[config.mk]
export PLATFORM = sky130hd
export DESIGN_NAME = framebuffer_scanout
export DESIGN_NICKNAME = d
export VERILOG_FILES = /design/src/rtl/vga_pkg.sv /design/src/rtl/vga_timing.sv /design/src/rtl/framebuffer_scanout.sv
export SDC_FILE = /design/constraint.sdc
export NUM_CORES = 1
export LEC_CHECK = 0
export ABC_AREA = 1
export CORE_ASPECT_RATIO = 1.1
export CORE_UTILIZATION = 49
export CTS_CLUSTER_DIAMETER = 120
export CTS_CLUSTER_SIZE = 30
export DETAILED_ROUTE_END_ITERATION = 12
export PLACE_DENSITY_LB_ADDON = 0.15
export SLEW_MARGIN = 25
export SYNTH_ARGS = -nofsm -noshare
export SYNTH_HDL_FRONTEND = slang
export SYNTH_SLANG_ARGS = --single-unit
[constraint.sdc]
create_clock -name clk -period 2.31 [get_ports clk]
set_clock_uncertainty 0.1 [all_clocks]
set_input_delay 0.3465 -clock clk [delete_from_list [all_inputs] [get_ports clk]]
set_output_delay 0.3465 -clock clk [all_outputs]
set_load 0.02 [all_outputs]
[src/rtl/vga_pkg.sv]
// Shared VGA timing constants, sync polarity and scanout types.
package vga_pkg;

  localparam int unsigned H_ACTIVE = 640;
  localparam int unsigned H_FRONT  = 16;
  localparam int unsigned H_SYNC   = 96;
  localparam int unsigned H_BACK   = 48;
  localparam int unsigned H_TOTAL  = H_ACTIVE + H_FRONT + H_SYNC + H_BACK;

  localparam int unsigned V_ACTIVE = 480;
  localparam int unsigned V_FRONT  = 10;
  localparam int unsigned V_SYNC   = 2;
  localparam int unsigned V_BACK   = 33;
  localparam int unsigned V_TOTAL  = V_ACTIVE + V_FRONT + V_SYNC + V_BACK;

  localparam int unsigned CNT_W = 10;

  // Both syncs are active-low.
  localparam logic SYNC_ACTIVE = 1'b0;

  typedef enum logic [1:0] {
    WAIT_FRAME,
    PENDING,
    ACK
  } scanout_state_t;

  typedef struct packed {
    logic [3:0] r;
    logic [3:0] g;
    logic [3:0] b;
  } rgb444_t;

endpackage

[src/rtl/vga_timing.sv]
// Pixel/line counters with sync, active and vblank-start decode.
module vga_timing
  import vga_pkg::*;
#(
  parameter int unsigned H_ACT = H_ACTIVE,
  parameter int unsigned H_FP  = H_FRONT,
  parameter int unsigned H_SW  = H_SYNC,
  parameter int unsigned H_BP  = H_BACK,
  parameter int unsigned V_ACT = V_ACTIVE,
  parameter int unsigned V_FP  = V_FRONT,
  parameter int unsigned V_SW  = V_SYNC,
  parameter int unsigned V_BP  = V_BACK
) (
  input  logic             clk,
  input  logic             rst,
  input  logic             pixel_en,
  output logic [CNT_W-1:0] h_cnt,
  output logic [CNT_W-1:0] v_cnt,
  output logic             line_end_c,
  output logic             active_c,
  output logic             hsync_c,
  output logic             vsync_c,
  output logic             vblank_start_c
);

  localparam logic [CNT_W-1:0] H_LAST     = CNT_W'(H_ACT + H_FP + H_SW + H_BP - 1);
  localparam logic [CNT_W-1:0] H_ACT_END  = CNT_W'(H_ACT);
  localparam logic [CNT_W-1:0] HS_START   = CNT_W'(H_ACT + H_FP);
  localparam logic [CNT_W-1:0] HS_END     = CNT_W'(H_ACT + H_FP + H_SW);
  localparam logic [CNT_W-1:0] V_LAST     = CNT_W'(V_ACT + V_FP + V_SW + V_BP - 1);
  localparam logic [CNT_W-1:0] V_ACT_END  = CNT_W'(V_ACT);
  localparam logic [CNT_W-1:0] V_ACT_LAST = CNT_W'(V_ACT - 1);
  localparam logic [CNT_W-1:0] VS_START   = CNT_W'(V_ACT + V_FP);
  localparam logic [CNT_W-1:0] VS_END     = CNT_W'(V_ACT + V_FP + V_SW);

  always_ff @(posedge clk or posedge rst) begin
    if (rst) begin
      h_cnt <= '0;
      v_cnt <= '0;
    end else if (pixel_en) begin
      if (h_cnt == H_LAST) begin
        h_cnt <= '0;
        v_cnt <= (v_cnt == V_LAST) ? '0 : v_cnt + CNT_W'(1);
      end else begin
        h_cnt <= h_cnt + CNT_W'(1);
      end
    end
  end

  assign line_end_c = (h_cnt == H_LAST);
  assign active_c   = (h_cnt < H_ACT_END) && (v_cnt < V_ACT_END);
  assign hsync_c    = ((h_cnt >= HS_START) && (h_cnt < HS_END)) ? SYNC_ACTIVE : ~SYNC_ACTIVE;
  assign vsync_c    = ((v_cnt >= VS_START) && (v_cnt < VS_END)) ? SYNC_ACTIVE : ~SYNC_ACTIVE;

  // Strobe on the tick that moves the counters onto the first vblank line.
  assign vblank_start_c = pixel_en && line_end_c && (v_cnt == V_ACT_LAST);

endmodule

[src/rtl/framebuffer_scanout.sv]
// Scans the displayed half of a double-buffered frame buffer out to VGA with
// integer upscaling, and swaps buffers at vblank start on drawer request.
module framebuffer_scanout
  import vga_pkg::*;
#(
  parameter int unsigned BUFFER_WIDTH      = 160,
  parameter int unsigned BUFFER_HEIGHT     = 120,
  parameter int unsigned BUFFER_DATA_WIDTH = 12,
  parameter int unsigned BUFFER_ADDR_WIDTH = $clog2(BUFFER_WIDTH * BUFFER_HEIGHT),
  parameter int unsigned SCALE             = 4,
  parameter int unsigned H_FRONT_PORCH     = vga_pkg::H_FRONT,
  parameter int unsigned H_SYNC_WIDTH      = vga_pkg::H_SYNC,
  parameter int unsigned H_BACK_PORCH      = vga_pkg::H_BACK,
  parameter int unsigned V_FRONT_PORCH     = vga_pkg::V_FRONT,
  parameter int unsigned V_SYNC_WIDTH      = vga_pkg::V_SYNC,
  parameter int unsigned V_BACK_PORCH      = vga_pkg::V_BACK
) (
  input  logic                         clk,
  input  logic                         rst,
  input  logic                         pixel_en,
  input  logic                         frame_done,
  output logic                         draw_ack,
  output logic                         buffer_select,
  output logic [BUFFER_ADDR_WIDTH-1:0] read_addr,
  input  logic [BUFFER_DATA_WIDTH-1:0] read_data,
  output logic                         vga_hsync,
  output logic                         vga_vsync,
  output logic [3:0]                   vga_r,
  output logic [3:0]                   vga_g,
  output logic [3:0]                   vga_b
);

  localparam int unsigned SCALE_SHIFT = $clog2(SCALE);
  localparam int unsigned H_ACT       = BUFFER_WIDTH * SCALE;
  localparam int unsigned V_ACT       = BUFFER_HEIGHT * SCALE;
  localparam logic [CNT_W-1:0] V_LAST     = CNT_W'(V_ACT + V_FRONT_PORCH + V_SYNC_WIDTH + V_BACK_PORCH - 1);
  localparam logic [CNT_W-1:0] V_ACT_LAST = CNT_W'(V_ACT - 1);
  localparam logic [BUFFER_ADDR_WIDTH-1:0] ROW_STEP = BUFFER_ADDR_WIDTH'(BUFFER_WIDTH);

  logic [CNT_W-1:0] h_cnt;
  logic [CNT_W-1:0] v_cnt;
  logic             line_end_c;
  logic             active_c;
  logic             hsync_c;
  logic             vsync_c;
  logic             vblank_start_c;

  vga_timing #(
    .H_ACT (H_ACT),
    .H_FP  (H_FRONT_PORCH),
    .H_SW  (H_SYNC_WIDTH),
    .H_BP  (H_BACK_PORCH),
    .V_ACT (V_ACT),
    .V_FP  (V_FRONT_PORCH),
    .V_SW  (V_SYNC_WIDTH),
    .V_BP  (V_BACK_PORCH)
  ) u_timing (
    .clk            (clk),
    .rst            (rst),
    .pixel_en       (pixel_en),
    .h_cnt          (h_cnt),
    .v_cnt          (v_cnt),
    .line_end_c     (line_end_c),
    .active_c       (active_c),
    .hsync_c        (hsync_c),
    .vsync_c        (vsync_c),
    .vblank_start_c (vblank_start_c)
  );

  logic [BUFFER_ADDR_WIDTH-1:0] row_base;
  logic                         active_d;
  logic                         hsync_d;
  logic                         vsync_d;
  logic                         row_last_c;
  rgb444_t                      rgb;

  assign row_last_c = (v_cnt[SCALE_SHIFT-1:0] == '1) && (v_cnt < V_ACT_LAST);

  // Address stage: row_base tracks (v_cnt/SCALE)*BUFFER_WIDTH by accumulation.
  always_ff @(posedge clk or posedge rst) begin
    if (rst) begin
      row_base  <= '0;
      read_addr <= '0;
      active_d  <= 1'b0;
      hsync_d   <= ~SYNC_ACTIVE;
      vsync_d   <= ~SYNC_ACTIVE;
    end else if (pixel_en) begin
      active_d <= active_c;
      hsync_d  <= hsync_c;
      vsync_d  <= vsync_c;
      if (active_c) begin
        read_addr <= row_base + BUFFER_ADDR_WIDTH'(h_cnt >> SCALE_SHIFT);
      end
      if (line_end_c) begin
        if (v_cnt == V_LAST) begin
          row_base <= '0;
        end else if (row_last_c) begin
          row_base <= row_base + ROW_STEP;
        end
      end
    end
  end

  // Output stage: read_data has settled by the next tick; sync rides alongside.
  always_ff @(posedge clk or posedge rst) begin
    if (rst) begin
      rgb       <= '0;
      vga_hsync <= ~SYNC_ACTIVE;
      vga_vsync <= ~SYNC_ACTIVE;
    end else if (pixel_en) begin
      rgb       <= active_d ? rgb444_t'(read_data[11:0]) : '0;
      vga_hsync <= hsync_d;
      vga_vsync <= vsync_d;
    end
  end

  assign vga_r = rgb.r;
  assign vga_g = rgb.g;
  assign vga_b = rgb.b;

  scanout_state_t state;
  scanout_state_t state_next;
  logic           select_next;
  logic           ack_next;

  always_ff @(posedge clk or posedge rst) begin
    if (rst) begin
      state         <= WAIT_FRAME;
      buffer_select <= 1'b0;
      draw_ack      <= 1'b0;
    end else begin
      state         <= state_next;
      buffer_select <= select_next;
      draw_ack      <= ack_next;
    end
  end

  // Swap only on entry to vblank so the displayed buffer is stable while active.
  always_comb begin
    state_next  = state;
    select_next = buffer_select;
    ack_next    = 1'b0;
    case (state)
      WAIT_FRAME: begin
        if (frame_done) state_next = PENDING;
      end
      PENDING: begin
        if (vblank_start_c) begin
          state_next  = ACK;
          select_next = ~buffer_select;
          ack_next    = 1'b1;
        end
      end
      ACK:     state_next = WAIT_FRAME;
      default: state_next = WAIT_FRAME;
    endcase
  end

endmodule

# Word level (Yosys, flattened, before mapping)
# Index checks and enable logic that the tools add are counted.
[op_classes]
mux = 12
n_bitwise = 1
n_reduce_logical = 13
add_sub_neg = 4
magnitude_cmp = 7
n_eq_ne = 7
[ops]
columns = ["op", "count"]
rows = [
  ["$lt 10x9->1 const B", 3],
  ["$mux 15", 2],
  ["$add 10x1->10 const B", 2],
  ["$eq 10x10->1 const B", 2],
  ["$lt 10x10->1 const B", 2],
  ["$mux 10", 2],
  ["$add 15x8->15", 1],
  ["$add 15x8->15 const B", 1],
  ["$mux 12", 1],
  ["$eq 10x9->1 const B", 1],
  ["$ge 10x10->1 const B", 1],
  ["$ge 10x9->1 const B", 1],
  ["$reduce_and 2->1", 4],
  ["$logic_and 1x1->1", 6],
  ["$mux 1", 4],
  ["$mux 2", 2],
  ["$pmux 2 s2", 1],
  ["$reduce_and 3->1", 1],
  ["$eq 2x1->1 const B", 1],
  ["$eq 2x2->1 const B", 1],
  ["$logic_not 2->1", 1],
  ["$ne 2x1->1 const B", 1],
  ["$ne 2x2->1 const B", 1],
  ["$reduce_bool 2->1", 1],
  ["$not 1->1", 1],
]
[word_totals]
regBits = 71
output_inout_bits = 31
word_cells = 59
inputBits = 16

# Longest topological paths before layout
# Gate-level depths: netlist (run 1).
[depth]
depth_word = 5
ltp_mapped = 11
depth_no_buf = 11

# Cells and area by module
# From an unflattened synthesis (run 1), not the netlist that was laid out.
[hier_totals]
hier_cells = 452
hier_area_um2 = 3515.9
[modules_own_cells]
columns = ["mod", "cells_each", "area_per_inst_um2", "n_inst", "seq_area_each_um2"]
rows = [
  ["framebuffer_scanout", 289, 2302.2, 1, 1156.1],
  ["vga_timing", 163, 1213.7, 1, 500.5],
]

# Least setup slack after synthesis (run 1)
# No wires, ideal clock.
[synth_path]
path_type = "register -> register"
start = "register u_timing.h_cnt[8]"
end = "register read_addr[13]"
slack_ps = 746
n_path_buf = 0
setup_ps = 118
path_stages_with_launch = 12
t_arrival_ps = 1347
required_time_ps = 2092
period_less_slack_ps = 1564
path_cell_list = "dfrtp_1 -> ha_1 -> nand2_1 -> nand2_1 -> nand2_1 -> nand2_1 -> nand2_1 -> inv_1 -> nand2_1 -> nand2_1 -> nand3_1 -> nand2_1"
[synth_between]
elab_chain_len = 3
word_cells_on_any_way = 4
classes_between = "1 x add/sub; 1 x order compare; 2 x reduce/logical"
[synth_rtl]
columns = ["item", "line", "text"]
rows = [
  ["start, declared", "vga_timing.sv:17", "output logic [CNT_W-1:0] h_cnt,"],
  ["start signal, assigned", "vga_timing.sv:45", "h_cnt <= h_cnt + CNT_W'(1);"],
  ["$lt 10x10->1", "vga_timing.sv:51", "assign active_c = (h_cnt < H_ACT_END) && (v_cnt < V_ACT_END);"],
  ["$logic_and 1x1->1", "vga_timing.sv:51", ""],
  ["$reduce_and 2->1 (no line)", "--", ""],
  ["end signal, assigned", "framebuffer_scanout.sv:92", "read_addr <= row_base + BUFFER_ADDR_WIDTH'(h_cnt >> SCALE_SHIFT);"],
  ["end, declared", "framebuffer_scanout.sv:24", "output logic [BUFFER_ADDR_WIDTH-1:0] read_addr,"],
]
# Parallel ways exist; a longest one is shown, timed or not.
# A chain may end at the register's enable or synchronous reset.

# Worst setup path in the final report (run 1)
[layout_path]
start = "register vga_vsync"
end = "output vga_vsync"
[layout_rtl]
columns = ["item", "line", "text"]
rows = [
  ["start, declared", "framebuffer_scanout.sv:27", "output logic vga_vsync,"],
  ["start signal, assigned", "framebuffer_scanout.sv:109", "vga_vsync <= ~SYNC_ACTIVE;"],
  ["start signal, assigned", "framebuffer_scanout.sv:113", "vga_vsync <= vsync_d;"],
]
# No word-level cell between the ends.

==> qor.yml, run 1 <==
min_period_ps: 1930
fin_nets: 507
cts_made_buffers: 9
post_cts_buffers: 0
ys_warn_count: 0
yosysTopAreaCell: "dfrtp_1"
antenna_found_initial: 0
fmax_mhz: 519
ys_top_cells_by_area: "dfrtp_1, nand2_1, nand3_1"
synth-simple-area-share: 0.331
ios: 47
synth-xor-area-share: 0.0351
wl_per_cell_um: 12.6
rsz0062_at_grt: "no"
holdWs_ps: 296
synth.distinct_cells: 36
cts_buffer_depth: 2
multiInputGateArea_mm2: 0.00158
worst_pin_slew_ps: 437
synthMuxAreaShare: 0
dp_slack_ps: 306
core_area_mm2: 0.00675
synth_fp_nets: 457
start_util: 0.518
synthAdderAreaFrac: 0.0287
utilization: 0.631
yosysMostFrequentCell: "nand2_1"
tns_ps: 0
layout-drive-gt1-share: 0.107
syn_avg_cell_area_um2: 8.07
grt_max_degree: 67
r2r_setup_slack_ps: 420
required_ps: 1860
cp.depth: 1
fillers: 591
num_rows: 31
cts.clk_slew.worst_paths_ps: 70
dp_hpwl_um: 4970
ys_ff_latch: 66
grt-ovfl-total: 0
dieArea_mm2: 0.00747
fin_ws_ps: 383
leakagePower_uw: 0.00213
grt_use_total: 0.218
status: "complete, no violations"
arrival_ps: 1480
synth_top_cell_area_share: 0.444
die_width_um: 82.5
worst_r2r_path_depth: 10
grt_pass1_wl_um: 12500
vias: 2944
root_buffer: "clkbuf_8"
path_class: "reg2out"
regArea_mm2: 0.00166
async_flop_share: 1.00
final_cells: 570
cts_tree: "done"
cp_cell_sequence: "clkdlybuf4s50_1"
slew_viol_final: 0
cts-resized-gates: 0
startpoint_type: "flip-flop"
syn2layout_area_growth_pct: 21.8
clock-sinks: 66
r2r_start: "u_timing.h_cnt[1]$_DFFE_PP0P_"
maxCapViolCount: 0
insertedDiodeCount: 0
dp_cells: 554
crit_path_top_delay_cell: "clkdlybuf4s50_1"
vias_per_cell: 5.16
cp_max_fo: 2
rr_endpoint: "buffer_select$_DFFE_PP0P_"
synth_edf_count: 0
critPathCaptureType: "primary output"
synth_flop_cell: "dfrtp_1"
drc: 0
clock_latency_ps: 340
synth_cells: 433
hold_path_class: "in2async"
hold_viol: 0
drt_iter0_drc: 146
fin_crit_sh: 0.834
ys_seq_area_frac: 0.474
path_delay_family: "buffers and inverters"
die_y_um: 90.6
relSlewSlack: 0.708
cp_slowest_stage_delay_ps: 600
synth-compound-area-share: 0.0573
synth_area_mm2: 0.00349
finalSetupViolCount: 0
max-vdd-ir-drop_v: 0.000366
io_buffers: 46
antenna_left: 0
path_buf_inv: 1
power_density_mw_per_mm2: 602
gp_congestion: 0.897
grt_pass1_vias: 2762
synth_top_family_by_area: "simple AND/OR/NAND/NOR gates"
synth_common_cells: "nand2_1, dfrtp_1, inv_1, nand3_1, nor2_1"
cts_max_level: 3
cts_hold_buf: 0
firstDrtPassIters: 4
drt_wl_total_um: 7170
[layout make-up]
class                      count  area share
sequential                    66       0.389
multi-input combinational    307       0.371
timing repair buffer          51       0.123
inverter                      48      0.0426
clock buffer                  12      0.0388
tap                           82      0.0241
clock inverter                 4      0.0115
[registers in the layout, summed over array words and instances, names as in the netlist, 2 cells and up]
| register | flops |
|---|---|
| read_addr | 15 |
| row_base | 10 |
| u_timing.h_cnt | 10 |
| u_timing.v_cnt | 10 |
| vga_b | 4 |
| vga_g | 4 |
| vga_r | 4 |
| state | 2 |
[stage by stage]
stage	area [um^2]	total power, uW
finish	4260	2560
global route	4260	2700
global placement	4040	1560
CTS	4260	2600
floorplan	3490	1470
detailed placement	4040	1570
[cells by family after synthesis]
kind of cell | Yosys count
AND/OR/NAND/NOR | 253
flip-flops | 66
buffers and inverters | 60
AO/OA/AOI/OAI | 32
XOR/XNOR | 14
adder cells (fa/ha/maj) | 8
[per-layer routing]
metal,share of wire,global-route usage,up-vias,wire length (um)
met5,0,0,-,0
met4,0.022,0.101,0,157
met3,0.057,0.0384,16,412
met2,0.45,0.332,98,3220
met1,0.47,0.297,1346,3380
li1,-,-,1484,-
[worst max path at each step]
stage / slack, ps / startpoint / endpoint
floorplan: 220 / rst / active_d$_DFFE_PP0P_
global placement: 340 / pixel_en / u_timing.h_cnt[8]$_DFFE_PP0P_
detailed placement: 310 / pixel_en / u_timing.h_cnt[8]$_DFFE_PP0P_
CTS: 370 / vga_vsync$_DFFE_PP1P_ / vga_vsync
global route: 260 / u_timing.h_cnt[1]$_DFFE_PP0P_ / buffer_select$_DFFE_PP0P_
finish: 380 / vga_vsync$_DFFE_PP1P_ / vga_vsync
[where the power goes]
part / total, uW / switching (uW) / internal (uW)
clock network: 1020 / 431 / 585
logic: 263 / 167 / 96.3
registers: 1280 / 70.8 / 1210
[layout by cell type, fill, tap and decap left out, types with 8 or more instances in the layout]
cell             synthesis  routed
nand2_1                144     144
dfrtp_1                 62      62
clkdlybuf4s50_1          0      46
inv_1                   45      44
nand3_1                 41      41
nor2_1                  31      31
o21ai_0                 13      13
xor2_1                  12      12
clkbuf_8                 0      12
nand4_1                 11      11
ha_1                     8       8
Note: power is estimated with default switching activity, not from simulation.
==> inputs of run 2 (changes only) <==
clock period = 1.6 ns   (was 2.31 ns; I/O delays follow)
==> qor.yml, run 2 (synthesis results as in run 1) <==
dp_slack_ps: -188  # -493 ps
core_area_mm2: 0.00675  # unchanged
largest_reg_flops: 15  # unchanged
cts_buffer_depth: 2  # unchanged
drt_iter0_drc: 164  # +12%
insertedDiodeCount: 0  # unchanged
ios: 47  # unchanged
vias_per_cell: 5.19  # +0.50%
dp_hpwl_um: 5550  # +11%
cp_max_fo: 9  # +7
cts_hold_buf: 0  # unchanged
status: "finished, violations left"
fin_crit_sh: 1.00
fmax_mhz: 624
dp_cells: 593  # +7.0%
cts_max_level: 3  # unchanged
drc: 0  # unchanged
max_flop_register: "read_addr"
cp_cell_sequence: "inv_2, ha_4, nand3_4, nor3_2, buf_4, nor2_1, nand3_1, nand2_1"
syn2layout_area_growth_pct: 40.9
root_buffer: "clkbuf_8"
relSlewSlack: 0.724  # +0.0160
fin_ws_ps: -2.24  # -385 ps
firstDrtPassIters: 5  # +1
final_cells: 624  # +9.5%
power.total_uw: 3790  # +48%
grt_pass1_vias: 3024  # +9.5%
clock_latency_ps: 350  # about the same
path_class: "reg2reg"
slew_viol_final: 0  # unchanged
violations: "negative setup slack"
cts.clk_slew.worst_paths_ps: 80  # about the same
arrival_ps: 1740  # +260 ps
final_cell_mix: "nand2_1, dfrtp_1, buf_4"
fin_nets: 561  # +11%
io_buffers: 46  # unchanged
start_util: 0.518  # unchanged
cts_made_buffers: 9  # unchanged
die_y_um: 90.6  # unchanged
hold_viol: 0  # unchanged
gp_congestion: 0.834  # -7.0%
critPathCaptureType: "flip-flop"
die_width_um: 82.5  # unchanged
finalSetupViolCount: 1  # +1
grt_use_total: 0.234  # +0.0165
dpl_cell_area_mm2: 0.00435  # +7.6%
drt_wl_total_um: 8380  # +17%
rsz0062_at_grt: "yes"
max-vdd-ir-drop_v: 0.000585  # +60%
antenna_found_initial: 0  # unchanged
startpoint_type: "flip-flop"
path_delay_family: "simple AND/OR/NAND/NOR gates"
required_ps: 1740  # -120 ps
power_density_mw_per_mm2: 769  # +28%
antenna_left: 0  # unchanged
crit_path_top_delay_cell: "dfrtp_1"
fin_area_mm2: 0.00492  # +16%
cp_slowest_stage_delay_ps: 440  # -160 ps
fillers: 544  # -8.0%
leakagePower_uw: 0.00257  # +21%
min_period_ps: 1600
wl_per_cell_um: 13.4  # +6.8%
path_buf_inv: 2  # +1
cts_tree: "done"
num_rows: 31  # unchanged
worst_pin_slew_ps: 414  # -23.4 ps
grt_max_degree: 33  # -51%
layout-drive-gt1-share: 0.275  # +0.168
hold_path_class: "in2async"
grt_pass1_wl_um: 13400  # +7.5%
layout_commonest_cell: "nand2_1"
maxCapViolCount: 0  # unchanged
clock-sinks: 66  # unchanged
vias: 3239  # +10%
dieArea_mm2: 0.00747  # unchanged
grt-ovfl-total: 0  # unchanged
## run 2: cell count changes in the layout (fill, tap and decap cells not counted), sizes merged
| cell | previous run | this run |
|---|---|---|
| clkinvlp | 0 | 2 |
| inv | 47 | 46 |
| clkdlybuf4s50 | 46 | 15 |
| nand3 | 44 | 45 |
| dlygate4sd2 | 0 | 30 |
| clkbuf | 12 | 13 |
| clkinv | 4 | 3 |
| buf | 5 | 57 |
| clkdlybuf4s15 | 0 | 1 |
## run 2: final cells by class
type                    count  area (um^2)  share of cell area
multi-input cells         308         1810               0.368
flip-flops and latches     66         1660               0.338
repair buffers            104          957               0.194
inverters                  48          190              0.0386
clock buffers              12          145              0.0295
well taps                  82          103              0.0208
clock inverters             4         51.3              0.0104
## run 2: timing repair
| action | CTS | global route |
|---|---|---|
| endpoints found under the hold margin | 0 | 0 |
| gates resized for setup | 37 | 69 |
| cloned | 0 | 2 |
| pin swaps | 0 | 17 |
| endpoints found under the setup margin | 45 | 40 |
| setup buffers | 1 | 12 |
## run 2: power by group
group / internal [uW] / switching (uW) / total (uW)
clock network: 764 / 670 / 1430
logic: 238 / 300 / 538
registers: 1750 / 64.7 / 1810
total: 2750 / 1040 / 3790
## run 2: path summary, 6_finish.rpt
kind                                               start                        end  slack (ps)  depth (start not counted)
hold reg to reg                      vsync_d$_DFFE_PP1P_      vga_vsync$_DFFE_PP1P_         370                          2
setup / recovery           u_timing.v_cnt[0]$_DFFE_PP0P_   row_base[14]$_DFFE_PP0P_          -2                          8
hold / removal                                       rst  read_addr[13]$_DFFE_PP0P_         120                          2
min in group clk                           read_data[10]       vga_r[2]$_DFFE_PP0P_         340                          3
setup reg to reg           u_timing.v_cnt[0]$_DFFE_PP0P_   row_base[14]$_DFFE_PP0P_          -2                          8
max in group asynchronous                            rst        vsync_d$_DFFE_PP1P_         780                          3
## run 2: metal layers
layer,GRT usage,vias to the layer above,wire length (um)
met4,0.0747,0,199
met1,0.297,1527,3600
met5,0,-,0
met2,0.380,105,4150
met3,0.0667,18,437
li1,-,1589,-
## run 2: per-stage QoR
step	utilization	TNS [ps]	hold WS [ps]
after global placement	0.645	-4570	351
after floorplan	-	0	281
final	0.729	-2.24	118
after detailed placement	0.645	-4700	356
after global routing	0.729	-1150	149
after CTS	0.671	0	113
==> inputs of run 3 (changes only) <==
SLEW_MARGIN = unset   (was 25)
==> results of run 3 <==
Same layout as run 2: the final DEF is identical, and so are final timing and power.
